[src/rtl/std_mem_d1_copy_if.sv]
// Bus bundle between the d1 copy engine, its parent's go/done handshake
// and the source/destination d1 memories.
interface std_mem_d1_copy_if #(
    parameter int unsigned WIDTH    = 32,
    parameter int unsigned IDX_SIZE = 4
);
    // Invocation handshake
    logic                go;
    logic [IDX_SIZE:0]   len;
    logic [IDX_SIZE-1:0] src_base;
    logic [IDX_SIZE-1:0] dst_base;
    logic                busy;
    logic [IDX_SIZE:0]   count;
    logic                done;

    // Source memory (combinational read)
    logic [IDX_SIZE-1:0] src_addr0;
    logic [WIDTH-1:0]    src_read_data;

    // Destination memory
    logic [IDX_SIZE-1:0] dst_addr0;
    logic [WIDTH-1:0]    dst_write_data;
    logic                dst_write_en;
    logic                dst_done;

    // Copy engine side
    modport master (
        input  go, len, src_base, dst_base, src_read_data, dst_done,
        output busy, count, done, src_addr0, dst_addr0, dst_write_data, dst_write_en
    );

    // Parent / memory side
    modport slave (
        output go, len, src_base, dst_base, src_read_data, dst_done,
        input  busy, count, done, src_addr0, dst_addr0, dst_write_data, dst_write_en
    );
endinterface

[src/rtl/std_mem_d1_copy.sv]
// Copies len words from a source d1 memory to a destination d1 memory,
// one read/write/ack round per word, under a go/done handshake.
module std_mem_d1_copy #(
    parameter int unsigned WIDTH    = 32,
    parameter int unsigned SIZE     = 16,
    parameter int unsigned IDX_SIZE = 4
) (
    input logic               clk,
    input logic               reset,
    std_mem_d1_copy_if.master bus_io
);

    localparam int unsigned LenW = IDX_SIZE + 1;
    localparam logic [IDX_SIZE:0] MaxLen = LenW'(SIZE);

    typedef enum logic [2:0] {
        StIdle,
        StRead,
        StWrite,
        StWait,
        StDone
    } state_e;

    state_e              state_q, state_d;
    logic [IDX_SIZE:0]   len_q, len_d;
    logic [IDX_SIZE:0]   idx_q, idx_d;
    logic [IDX_SIZE:0]   count_q, count_d;
    logic [IDX_SIZE-1:0] src_q, src_d;
    logic [IDX_SIZE-1:0] dst_q, dst_d;
    logic [WIDTH-1:0]    data_q, data_d;

    logic [IDX_SIZE:0]   len_clamped;
    logic [IDX_SIZE:0]   idx_inc;
    logic [IDX_SIZE-1:0] idx_lo;

    assign len_clamped = (bus_io.len > MaxLen) ? MaxLen : bus_io.len;
    assign idx_inc     = idx_q + 1'b1;
    assign idx_lo      = idx_q[IDX_SIZE-1:0];

    always_comb begin
        state_d = state_q;
        len_d   = len_q;
        idx_d   = idx_q;
        count_d = count_q;
        src_d   = src_q;
        dst_d   = dst_q;
        data_d  = data_q;

        unique case (state_q)
            StIdle: begin
                if (bus_io.go) begin
                    len_d   = len_clamped;
                    src_d   = bus_io.src_base;
                    dst_d   = bus_io.dst_base;
                    idx_d   = '0;
                    count_d = '0;
                    state_d = (len_clamped == '0) ? StDone : StRead;
                end
            end
            StRead: begin
                data_d  = bus_io.src_read_data;
                state_d = StWrite;
            end
            StWrite: begin
                state_d = StWait;
            end
            StWait: begin
                // No timeout: a stalled destination parks the engine here
                if (bus_io.dst_done) begin
                    idx_d   = idx_inc;
                    count_d = count_q + 1'b1;
                    state_d = (idx_inc == len_q) ? StDone : StRead;
                end
            end
            StDone: begin
                state_d = StIdle;
            end
            default: begin
                state_d = StIdle;
            end
        endcase
    end

    always_ff @(posedge clk or negedge reset) begin
        if (!reset) begin
            state_q <= StIdle;
            len_q   <= '0;
            idx_q   <= '0;
            count_q <= '0;
            src_q   <= '0;
            dst_q   <= '0;
            data_q  <= '0;
        end else begin
            state_q <= state_d;
            len_q   <= len_d;
            idx_q   <= idx_d;
            count_q <= count_d;
            src_q   <= src_d;
            dst_q   <= dst_d;
            data_q  <= data_d;
        end
    end

    // Addresses wrap modulo the address space
    assign bus_io.src_addr0      = src_q + idx_lo;
    assign bus_io.dst_addr0      = dst_q + idx_lo;
    assign bus_io.dst_write_data = data_q;
    assign bus_io.dst_write_en   = (state_q == StWrite);
    assign bus_io.busy           = (state_q != StIdle);
    assign bus_io.done           = (state_q == StDone);
    assign bus_io.count          = count_q;

endmodule

[src/flat_wrapper.sv]
// flat-port wrapper written by rule: the top's interface ports become plain ports
module std_mem_d1_copy_flat 
#(
    parameter int unsigned WIDTH    = 32,
    parameter int unsigned SIZE     = 16,
    parameter int unsigned IDX_SIZE = 4
)
  (clk, reset, bus_io_go, bus_io_len, bus_io_src_base, bus_io_dst_base, bus_io_src_read_data, bus_io_dst_done, bus_io_busy, bus_io_count, bus_io_done, bus_io_src_addr0, bus_io_dst_addr0, bus_io_dst_write_data, bus_io_dst_write_en);
  std_mem_d1_copy_if #(.WIDTH(WIDTH), .IDX_SIZE(IDX_SIZE)) bus_io_i ();
  input logic clk;
  input logic reset;
  input wire logic [$bits(bus_io_i.go)-1:0] bus_io_go;
  input wire logic [$bits(bus_io_i.len)-1:0] bus_io_len;
  input wire logic [$bits(bus_io_i.src_base)-1:0] bus_io_src_base;
  input wire logic [$bits(bus_io_i.dst_base)-1:0] bus_io_dst_base;
  input wire logic [$bits(bus_io_i.src_read_data)-1:0] bus_io_src_read_data;
  input wire logic [$bits(bus_io_i.dst_done)-1:0] bus_io_dst_done;
  output wire logic [$bits(bus_io_i.busy)-1:0] bus_io_busy;
  output wire logic [$bits(bus_io_i.count)-1:0] bus_io_count;
  output wire logic [$bits(bus_io_i.done)-1:0] bus_io_done;
  output wire logic [$bits(bus_io_i.src_addr0)-1:0] bus_io_src_addr0;
  output wire logic [$bits(bus_io_i.dst_addr0)-1:0] bus_io_dst_addr0;
  output wire logic [$bits(bus_io_i.dst_write_data)-1:0] bus_io_dst_write_data;
  output wire logic [$bits(bus_io_i.dst_write_en)-1:0] bus_io_dst_write_en;
  assign bus_io_i.go = bus_io_go;
  assign bus_io_i.len = bus_io_len;
  assign bus_io_i.src_base = bus_io_src_base;
  assign bus_io_i.dst_base = bus_io_dst_base;
  assign bus_io_i.src_read_data = bus_io_src_read_data;
  assign bus_io_i.dst_done = bus_io_dst_done;
  assign bus_io_busy = bus_io_i.busy;
  assign bus_io_count = bus_io_i.count;
  assign bus_io_done = bus_io_i.done;
  assign bus_io_src_addr0 = bus_io_i.src_addr0;
  assign bus_io_dst_addr0 = bus_io_i.dst_addr0;
  assign bus_io_dst_write_data = bus_io_i.dst_write_data;
  assign bus_io_dst_write_en = bus_io_i.dst_write_en;
  std_mem_d1_copy #(.WIDTH(WIDTH), .SIZE(SIZE), .IDX_SIZE(IDX_SIZE)) u_core (.clk(clk), .reset(reset), .bus_io(bus_io_i));
endmodule
[config.mk]
export PLATFORM = sky130hd
export DESIGN_NAME = std_mem_d1_copy_flat
export DESIGN_NICKNAME = d
export VERILOG_FILES = /design/src/rtl/std_mem_d1_copy_if.sv /design/src/rtl/std_mem_d1_copy.sv /design/src/flat_wrapper.sv
export SDC_FILE = /design/constraint.sdc
export NUM_CORES = 1
export LEC_CHECK = 0
export CAP_MARGIN = 10
export CORE_MARGIN = 5
export CORE_UTILIZATION = 30
export CTS_CLUSTER_DIAMETER = 80
export DETAILED_ROUTE_END_ITERATION = 12
export GPL_TIMING_DRIVEN = 0
export HOLD_SLACK_MARGIN = 0.15
export SYNTH_ARGS = -nofsm -noshare
export SYNTH_HDL_FRONTEND = slang
export SYNTH_SLANG_ARGS = --single-unit
[constraint.sdc]
create_clock -name clk -period 1.4 [get_ports clk]
set_input_delay 0.14 -clock clk [delete_from_list [all_inputs] [get_ports clk]]
set_output_delay 0.14 -clock clk [all_outputs]
set_load 0.1 [all_outputs]
# Yosys cells after proc, flatten, opt, wreduce, memory -nomap -nowiden
# Cells that the tools add are included.
dict set report word_totals {
  reg_bits 58
  input_bits 49
  output_inout_bits 48
  word_cells 37
}
dict set report classes {
  add_sub_neg 4
  magnitude_cmp 1
  n_eq_ne 7
  mux 11
  n_reduce_logical 7
}
# operator n
set op_table {}
lappend op_table {{$mux W5} 4}
lappend op_table {{$pmux W5 S2} 2}
lappend op_table {{$mux W3} 4}
lappend op_table {{$pmux W3 S4} 1}
lappend op_table {{$add A5 B1 Y5 const B} 2}
lappend op_table {{$add A4 B4 Y4} 2}
lappend op_table {{$eq A3 B2 Y1 const B} 2}
lappend op_table {{$eq A5 B5 Y1} 1}
lappend op_table {{$gt A5 B5 Y1 const B} 1}
lappend op_table {{$logic_not A5 Y1} 1}
lappend op_table {{$ne A2 B2 Y1 const B} 2}
lappend op_table {{$reduce_and A2 Y1} 2}
lappend op_table {{$eq A3 B1 Y1 const B} 1}
lappend op_table {{$eq A3 B3 Y1 const B} 1}
lappend op_table {{$logic_not A3 Y1} 1}
lappend op_table {{$reduce_and A3 Y1} 1}
lappend op_table {{$reduce_bool A3 Y1} 1}
lappend op_table {{$reduce_bool A2 Y1} 1}

# Longest topological paths before layout
# Gate-level depths: netlist of run 1.
dict set report logic_depth {
  word_depth 6
  depth_mapped 6
  mapped_depth_nobuf 5
}

# Worst setup path before layout of run 1
# Ideal clock, no wire load.
dict set report synth_path {
  path_kind {register to output}
  from {register u_core.state_q[1]}
  to {output bus_io_done}
  arrival_time_ns 2.746
  required_time_ns 1.260
  slack_ns -1.486
  stages_incl_launch_ff 3
  path_buffers 1
  path_cell_list {dfrtp_1 buf_2 nor3b_1}
}
dict set report synth_via {
  elab_chain_len 1
}
# element line
set synth_lines {}
lappend synth_lines {{start, declared} std_mem_d1_copy.sv:24} ;# state_e state_q, state_d;
lappend synth_lines {{start signal, assigned} std_mem_d1_copy.sv:86} ;# state_q <= StIdle;
lappend synth_lines {{start signal, assigned} std_mem_d1_copy.sv:94} ;# state_q <= state_d;
lappend synth_lines {{$eq A3 B3 Y1} std_mem_d1_copy.sv:110} ;# assign bus_io.done = (state_q == StDone);
lappend synth_lines {{end, declared} flat_wrapper.sv:20} ;# output wire logic [$bits(bus_io_i.done)-1:0] bus_io_done;
# Every way passes these cells.

# Worst setup path in the final report of run 1
dict set report layout_path {
  from {register u_core.idx_q[0]}
  to {output bus_io_src_addr0[1]}
}
dict set report layout_via {
  elab_chain_len 1
}
# element line
set layout_lines {}
lappend layout_lines {{start, declared} std_mem_d1_copy.sv:26} ;# logic [IDX_SIZE:0] idx_q, idx_d;
lappend layout_lines {{start signal, assigned} std_mem_d1_copy.sv:96} ;# idx_q <= idx_d;
lappend layout_lines {{$add A4 B4 Y4} std_mem_d1_copy.sv:105} ;# assign bus_io.src_addr0 = src_q + idx_lo;
lappend layout_lines {{end, declared} flat_wrapper.sv:21} ;# output wire logic [$bits(bus_io_i.src_addr0)-1:0] bus_io_src_addr0;
# Every way passes these cells.

==> impl_metrics.py, run 1 <==
metrics = {
    "final_layout": {
        "utilization_pct": 54.6,
        "final_common_cell": "dfrtp_1",
        "areaGrowthSynthToFinish_pct": 78.0,
        "fin_nets": 394,
        "drive_above_1_share_pct": 51.8,
        "final_cells": 448,
        "final_cell_mix": "50 x dfrtp_1, 47 x clkdlybuf4s50_1, 39 x mux2_4",
        "nFillCells": 743,
        "antennaDiodeCount": 0,
    },
    "critical_path": {
        "crit_fanout": 3,
        "end_kind": "output port",
        "reg2reg_depth": 6,
        "worstPathCellList": "ha_4, inv_2, fa_2, clkinvlp_4, buf_12",
        "crit_arrival_ns": 1.79,
        "rr_endpoint": "u_core.state_q[2]",
        "required_ns": 1.26,
        "r2r-start": "u_core.idx_q[0]",
        "crit_path_start_kind": "flop",
        "r2r_setup_slack_ns": -0.23,
        "criticalPathCategory": "flop to output port",
        "slowest_stage": "fa_2",
        "cp_slowest_stage_delay_ns": 0.55,
    },
    "floorplanning": {
        "die_h_um": 104,
        "rows": 34,
        "die_w_um": 104,
        "core_sq_mm": 0.00872,
        "pin_count": 97,
        "initial_core_util_pct": 30.7,
        "die_area_sq_mm": 0.0109,
    },
    "clock_network": {
        "h-tree-depth": 3,
        "cts_tree": "done",
        "cts_root_buf": "clkbuf_8",
        "cts_buffer_depth": 2,
        "cts_sinks": 58,
        "clk_latency_ns": 0.33,
        "cts_buffers": 9,
        "cts.clk_slew.worst_paths_ns": 0.06,
    },
    "synthesis": {
        "synth_nets": 262,
        "async_reset_ff_share_pct": 100,
        "synth_warnings": 0,
        "synthCells": 203,
        "ys_ff_latch": 58,
        "synth-edff-count": 0,
        "netlist_area_sq_mm": 0.00268,
        "synth_flop_cell": "dfrtp_1",
        "ys_types": 35,
        "avgSynthCellArea_sq_um": 13.2,
        "yosysSeqAreaShare_pct": 54.3,
    },
    "sta": {
        "fin_crit_sh_pct": 138,
        "whs_ns": 0.333,
        "drv_slew": 0,
        "skew_ns": 0.00695,
        "hold_viol": 0,
        "layout_setup_ws_ns": -0.531,
        "relSlewSlack_pct": 63.5,
        "rsz0062_at_grt": "true",
        "worstMarginPinSlew_ns": 0.548,
        "max_freq_mhz": 518,
        "fin_crit_ns": 1.93,
        "setup_viol": 67,
    },
    "run_status": {
        "status": "finished, violations left",
        "violations": "setup timing",
    },
    "detailed_routing": {
        "vias": 2047,
        "remaining_drc_errors": 0,
        "drt_iter0_drc": 40,
        "firstDrtPassIters": 4,
        "routed_via_density": 4.57,
        "antenna_left": 0,
        "wire_per_inst_um": 15.9,
        "drt_wl_total_um": 7100,
    },
    "place": {
        "place_congestion": 0.707,
        "pre_cts_ws_ns": -1.35,
        "hpwl_um": 4800,
        "port_buffers": 96,
        "dp_cells": 408,
    },
    "job": {
        "maxCapViolations": 0,
    },
    "min_path": {
        "hold_path_class": "primary input to async pin",
    },
    "global_routing": {
        "grt_pass1_vias": 2222,
        "grt_pass1_wl_um": 11700,
        "grt_antenna_before_repair": 0,
        "grt_start_max_net_pins": 36,
        "grt_use_total_pct": 13.2,
        "overflow": 0,
    },
}
[per-layer routing]
metal  wire [um]  share of wire (%)  up-vias  track usage [%]
met5           0                  0        -                0
met4          76                1.1        0             4.72
met3         427                6.0        8             3.97
met2        3220                 45       85             20.3
met1        3380                 48      989             17.6
li1            -                  -      965                -
[what timing repair did]
action,4_1_cts,5_1_grt
cloned,4,1
hold buffers,1,0
resized for setup,290,67
hold endpoints to repair,23,0
pin swaps,18,14
buffers inserted,18,4
setup endpoints to repair,105,99
[flip-flops by register name (all words and copies together), names as in the netlist]
signal and flops:
u_core.dst_q 4, u_core.state_q 3, u_core.src_q 4, u_core.bus_io.count 5, u_core.len_q 5, u_core.bus_io.dst_write_data 32, u_core.idx_q 5
[synthesized netlist by cell type (2+ instances only)]
cell type  count  area share [%]
dfrtp_1       58              54
mux2_2        34              14
o21ai_0       12             2.2
inv_1         11             1.5
nand2_1       10             1.4
xor2_1         9             2.9
ha_1           8             3.7
xnor2_1        8             2.6
buf_2          6             1.1
mux2_1         5             2.1
nor2_1         5            0.70
nand3b_1       4             1.1
a22o_1         3            0.98
buf_4          3            0.84
a21o_1         2            0.56
a21oi_1        2            0.37
fa_1           2             1.5
nand3_1        2            0.37
nand4_1        2            0.47
nor3b_1        2            0.56
[how the worst max path moves through the flow]
stage                         start                endpoint  cells after the start
finish              u_core.idx_q[0]     bus_io_src_addr0[1]                      5
global route        u_core.idx_q[0]     bus_io_dst_addr0[1]                      5
CTS                 u_core.idx_q[1]     bus_io_dst_addr0[3]                      5
detailed placement  u_core.idx_q[1]     bus_io_src_addr0[3]                      5
global placement              reset  u_core.bus_io.count[0]                      1
floorplan           u_core.idx_q[2]     bus_io_dst_addr0[3]                      3
[critical path: cells and delay by family (launching register included)]
family	cells	cell delay, ns
DFF	1	0.45
adders and majority gates	2	0.71
buffers and inverters	3	0.31
[stage by stage]
stage / instance area (sq um) / TNS, ns
global placement: 4040 / -134.84
detailed placement: 4050 / -31.63
finish: 4760 / -9.63
CTS: 4840 / -12.29
floorplan: 2940 / -4.23
global route: 4760 / -13.37
[cell families (layout without fill, tap and decap cells)]
kind of cell	after synthesis	count (layout)	synth area share, %
simple gates	34	34	8.47
mux	39	39	16.4
fa+ha+maj	10	10	5.24
buf+inv	21	158	3.93
xor+xnor	18	18	6.45
compound gates	23	23	5.24
flops	58	58	54.3
[layout make-up]
class / count / area (sq um) / area share, %
well taps: 108 / 135 / 2.84
plain buffers: 9 / 120 / 2.52
flip-flops and latches: 58 / 1460 / 30.7
inverters: 11 / 48.8 / 1.02
clock inverters: 1 / 30.0 / 0.631
multi-input cells: 124 / 1510 / 31.7
repair buffers: 122 / 1270 / 26.7
clock buffers: 15 / 186 / 3.91
Power of run 1 is left out: the tool's default activity adds up to more than one toggle a clock period on the data nets, which glitch-free logic cannot reach.
==> inputs of run 2 (changes only) <==
Settings changed: CORE_MARGIN 5 to 8.
==> impl_metrics.py, run 2 (synthesis gave the netlist of run 1 again) <==
metrics = {
    "global_routing": {
        "overflow": 0,
        "grt_start_max_net_pins": 31,
        "grt_pass1_wl_um": 12000,
        "grt_use_total_pct": 12.2,
        "grt_antenna_before_repair": 0,
        "grt_pass1_vias": 2184,
    },
    "sta": {
        "fin_crit_ns": 1.92,
        "relSlewSlack_pct": 53.0,
        "worstMarginPinSlew_ns": 0.706,
        "drv_slew": 0,
        "layout_setup_ws_ns": -0.521,
        "max_freq_mhz": 520,
        "hold_viol": 0,
        "skew_ns": 0.0106,
        "rsz0062_at_grt": "true",
        "fin_crit_sh_pct": 137,
        "setup_viol": 67,
    },
    "job": {
        "maxCapViolations": 0,
    },
    "final_layout": {
        "drive_above_1_share_pct": 53.4,
        "final_cells": 451,
        "fin_nets": 397,
        "final_cell_mix": "51 x dfrtp_1, 47 x clkdlybuf4s50_1, 38 x buf_2, 38 x mux2_4, 16 x buf_12",
        "areaGrowthSynthToFinish_pct": 78.5,
        "final_common_cell": "dfrtp_1",
        "nFillCells": 728,
        "largest_reg_flops": 32,
        "antennaDiodeCount": 0,
    },
    "critical_path": {
        "required_ns": 1.26,
        "criticalPathCategory": "flop to output port",
        "reg2reg_depth": 7,
        "end_kind": "output port",
        "crit_path_start_kind": "flop",
        "crit_arrival_ns": 1.78,
        "crit_fanout": 3,
    },
    "min_path": {
        "hold_path_class": "primary input to flop",
        "holdPathStages": 3,
    },
    "place": {
        "dp_cells": 408,
        "hpwl_um": 5040,
        "place_congestion": 0.721,
        "port_buffers": 96,
    },
    "detailed_routing": {
        "antenna_left": 0,
        "firstDrtPassIters": 4,
        "drt_wl_total_um": 7480,
        "drt_iter0_drc": 69,
        "vias": 2057,
        "wire_per_inst_um": 16.6,
        "remaining_drc_errors": 0,
        "routed_via_density": 4.56,
    },
    "clock_network": {
        "cts.clk_slew.worst_paths_ns": 0.07,
        "cts_buffer_depth": 2,
        "cts_buffers": 9,
        "cts_root_buf": "clkbuf_8",
        "cts_tree": "done",
        "cts_sinks": 58,
        "h-tree-depth": 3,
        "clk_latency_ns": 0.34,
    },
    "floorplanning": {
        "die_h_um": 110,
        "pin_count": 97,
        "initial_core_util_pct": 30.8,
        "die_w_um": 110,
        "rows": 34,
        "die_area_sq_mm": 0.0122,
        "core_sq_mm": 0.00868,
    },
    "run_status": {
        "violations": "setup timing",
        "status": "finished, violations left",
    },
}
[run 2: changes by cell type in the layout (fill, tap and decap cells not counted), sizes merged]
cell,delta
bufinv,+2
clkbuf,-3
clkdlybuf4s18,-8
clkinv,+2
buf,+10
[run 2: stage by stage]
step	setup TNS [ns]	setup slack, ns	hold slack (ns)	util, %	area (sq um)
2_1_floorplan	-4.23	-0.339	-0.156	-	2940
3_5_place_dp	-32.35	-1.33	0.231	46.7	4050
4_1_cts	-7.98	-0.533	0.350	55.0	4780
6_report	-8.77	-0.521	0.342	55.0	4770
3_3_place_gp	-134.21	-2.00	0.488	46.5	4040
5_1_grt	-13.18	-0.589	0.360	55.0	4770
[run 2: routing by layer]
metal / track usage (%) / vias up / part of all wire, %
met1: 16.2 / 1000 / 50
met4: 5.95 / 0 / 1.5
met5: 0 / - / 0
met3: 3.46 / 12 / 5.4
li1: - / 973 / -
met2: 17.9 / 72 / 43
[run 2: final timing paths]
check	from	endpoint	slack (ns)
max	u_core.idx_q[0]	bus_io_dst_addr0[1]	-0.52
min	bus_io_src_base[1]	u_core.src_q[1]	0.34
max reg2reg	u_core.idx_q[0]	u_core.state_q[0]	-0.31
min reg2reg	u_core.bus_io.dst_write_data[14]	u_core.bus_io.dst_write_data[14]	0.51
max in group asynchronous	reset	u_core.bus_io.count[0]	0.40
min in group asynchronous	reset	u_core.bus_io.dst_write_data[10]	0.38
[run 2: layout make-up]
cell class	count	area (sq um)	share of cell area (%)
Buffer	9	120	2.52
Clock buffer	11	151	3.17
Clock inverter	5	100	2.10
Inverter	11	48.8	1.02
Multi-Input combinational cell	124	1520	31.7
Sequential cell	58	1460	30.6
Tap cell	108	135	2.83
Timing Repair Buffer	125	1240	26.0
[run 2: critical path, cell delays in order, from the launching register on]
cell	delay [ns]
dfrtp_2	0.44
ha_4	0.16
inv_2	0.03
fa_2	0.54
clkinvlp_4	0.10
buf_12	0.17
[run 2: what timing repair did]
item | 4_1_cts | 5_1_grt
buffers inserted | 19 | 6
setup endpoints to repair | 103 | 89
resized for setup | 307 | 56
pin swaps | 9 | 21
cloned | 4 | 1
hold buffers | 1 | 0
hold endpoints to repair | 29 | 0
Power of run 2 is left out for the same reason.
==> inputs of run 3 (changes only) <==
Settings changed: CORE_ASPECT_RATIO set to 0.5, CORE_UTILIZATION 30 to 40, PLACE_DENSITY set to 0.76.
==> impl_metrics.py, run 3 (synthesis gave the netlist of run 1 again) <==
metrics = {
    "final_layout": {
        "final_common_cell": "dfrtp_1",
        "drive_above_1_share_pct": 53.4,
        "largest_reg_flops": 32,
        "final_cell_mix": "51 x dfrtp_1, 47 x clkdlybuf4s50_1, 39 x mux2_4",
        "areaGrowthSynthToFinish_pct": 89.9,
        "antennaDiodeCount": 0,
        "fin_nets": 397,
    },
    "min_path": {
        "hold_path_class": "primary input to flop",
        "holdPathStages": 3,
    },
    "floorplanning": {
        "initial_core_util_pct": 40.7,
        "core_sq_mm": 0.00657,
        "die_w_um": 132,
        "die_h_um": 73.8,
        "rows": 21,
        "die_area_sq_mm": 0.00972,
        "pin_count": 97,
    },
    "detailed_routing": {
        "antenna_left": 0,
        "remaining_drc_errors": 0,
        "wire_per_inst_um": 18.6,
        "firstDrtPassIters": 4,
        "drt_iter0_drc": 136,
        "drt_wl_total_um": 8100,
        "vias": 2098,
        "routed_via_density": 4.82,
    },
    "critical_path": {
        "criticalPathCategory": "flop to output port",
        "reg2reg_depth": 7,
        "crit_path_start_kind": "flop",
        "end_kind": "output port",
        "crit_fanout": 3,
        "crit_arrival_ns": 1.76,
        "required_ns": 1.26,
    },
    "clock_network": {
        "clk_latency_ns": 0.32,
        "cts_buffer_depth": 2,
        "cts_sinks": 58,
        "cts_root_buf": "clkbuf_16",
        "cts.clk_slew.worst_paths_ns": 0.05,
        "cts_buffers": 9,
        "cts_tree": "done",
        "h-tree-depth": 3,
    },
    "global_routing": {
        "grt_pass1_vias": 2359,
        "grt.busiest_layer": "met2",
        "use_met1_pct": 17.8,
        "met2_usage_pct": 30.8,
        "grt_start_max_net_pins": 36,
        "grt_pass1_wl_um": 12500,
        "grt_antenna_before_repair": 0,
        "overflow": 0,
        "met3_usage_pct": 4.43,
        "grt_use_total_pct": 16.4,
    },
    "sta": {
        "worstMarginPinSlew_ns": 0.844,
        "max_freq_mhz": 527,
        "hold_viol": 0,
        "skew_ns": 0.00662,
        "fin_crit_ns": 1.90,
        "relSlewSlack_pct": 43.8,
        "rsz0062_at_grt": "true",
        "drv_slew": 0,
        "setup_viol": 66,
        "fin_tns_setup_ns": -10.15,
        "layout_setup_ws_ns": -0.499,
        "fin_crit_sh_pct": 136,
    },
    "run_status": {
        "status": "finished, violations left",
        "violations": "setup timing",
    },
    "job": {
        "maxCapViolations": 0,
    },
    "place": {
        "place_congestion": 0.762,
        "hpwl_um": 4910,
        "port_buffers": 96,
    },
}
-- run 3: cell types whose count changed in the layout (fill, tap and decap cells not counted), sizes merged --
| cell | change |
|---|---|
| clkdlybuf4s15 | +16 |
| clkdlybuf4s18 | +11 |
| buf | -27 |
| clkinv | -1 |
| clkinvlp | +1 |
-- run 3: worst paths after layout --
path                                                 start                              end  slack (ns)
min reg2reg                u_core.bus_io.dst_write_data[0]  u_core.bus_io.dst_write_data[0]        0.50
max                                        u_core.idx_q[0]              bus_io_dst_addr0[1]       -0.50
max in group asynchronous                            reset                  u_core.idx_q[2]        0.34
min                                     bus_io_src_base[1]                  u_core.src_q[1]        0.41
min in group asynchronous                            reset                  u_core.dst_q[1]        0.46
max reg2reg                                u_core.idx_q[0]                u_core.state_q[0]       -0.34
-- run 3: area by class of cell --
cell class | instances | area [sq um]
multi-input cells | 124 | 1530
clock inverters | 5 | 103
inverters | 11 | 48.8
fillers | 369 | 1490
well taps | 92 | 115
clock buffers | 11 | 233
plain buffers | 10 | 130
repair buffers | 124 | 1460
flip-flops and latches | 58 | 1460
-- run 3: layer usage --
metal / vias up / routed length [um]
li1: 976 / -
met2: 55 / 4320
met5: - / 0
met3: 10 / 305
met1: 1057 / 3350
met4: 0 / 126
-- run 3: what timing repair did --
item | CTS | global route
resized for setup | 282 | 38
endpoints found under the setup margin | 105 | 86
buffers inserted | 18 | 3
hold buffers | 1 | 0
pin swaps | 14 | 13
endpoints found under the hold margin | 34 | 0
gates cloned | 4 | 1
-- run 3: through the flow --
step | cell area [sq um] | hold slack (ns) | setup slack (ns) | instances | utilization, %
2_1_floorplan | 2940 | -0.156 | -0.339 | 203 | -
3_3_place_gp | 4020 | 0.490 | -1.78 | 391 | 61.2
3_5_place_dp | 4040 | 0.282 | -1.33 | 392 | 61.5
4_1_cts | 5030 | 0.398 | -0.502 | 431 | 76.6
5_1_grt | 5080 | 0.408 | -0.542 | 435 | 77.3
6_report | 5080 | 0.408 | -0.499 | 435 | 77.3
-- run 3: worst max-delay path: stages (launching register included) --
cell,delay [ns]
dfrtp_2,0.44
ha_4,0.15
inv_2,0.03
fa_2,0.54
clkinvlp_4,0.10
buf_12,0.17
Power of run 3 is left out for the same reason.
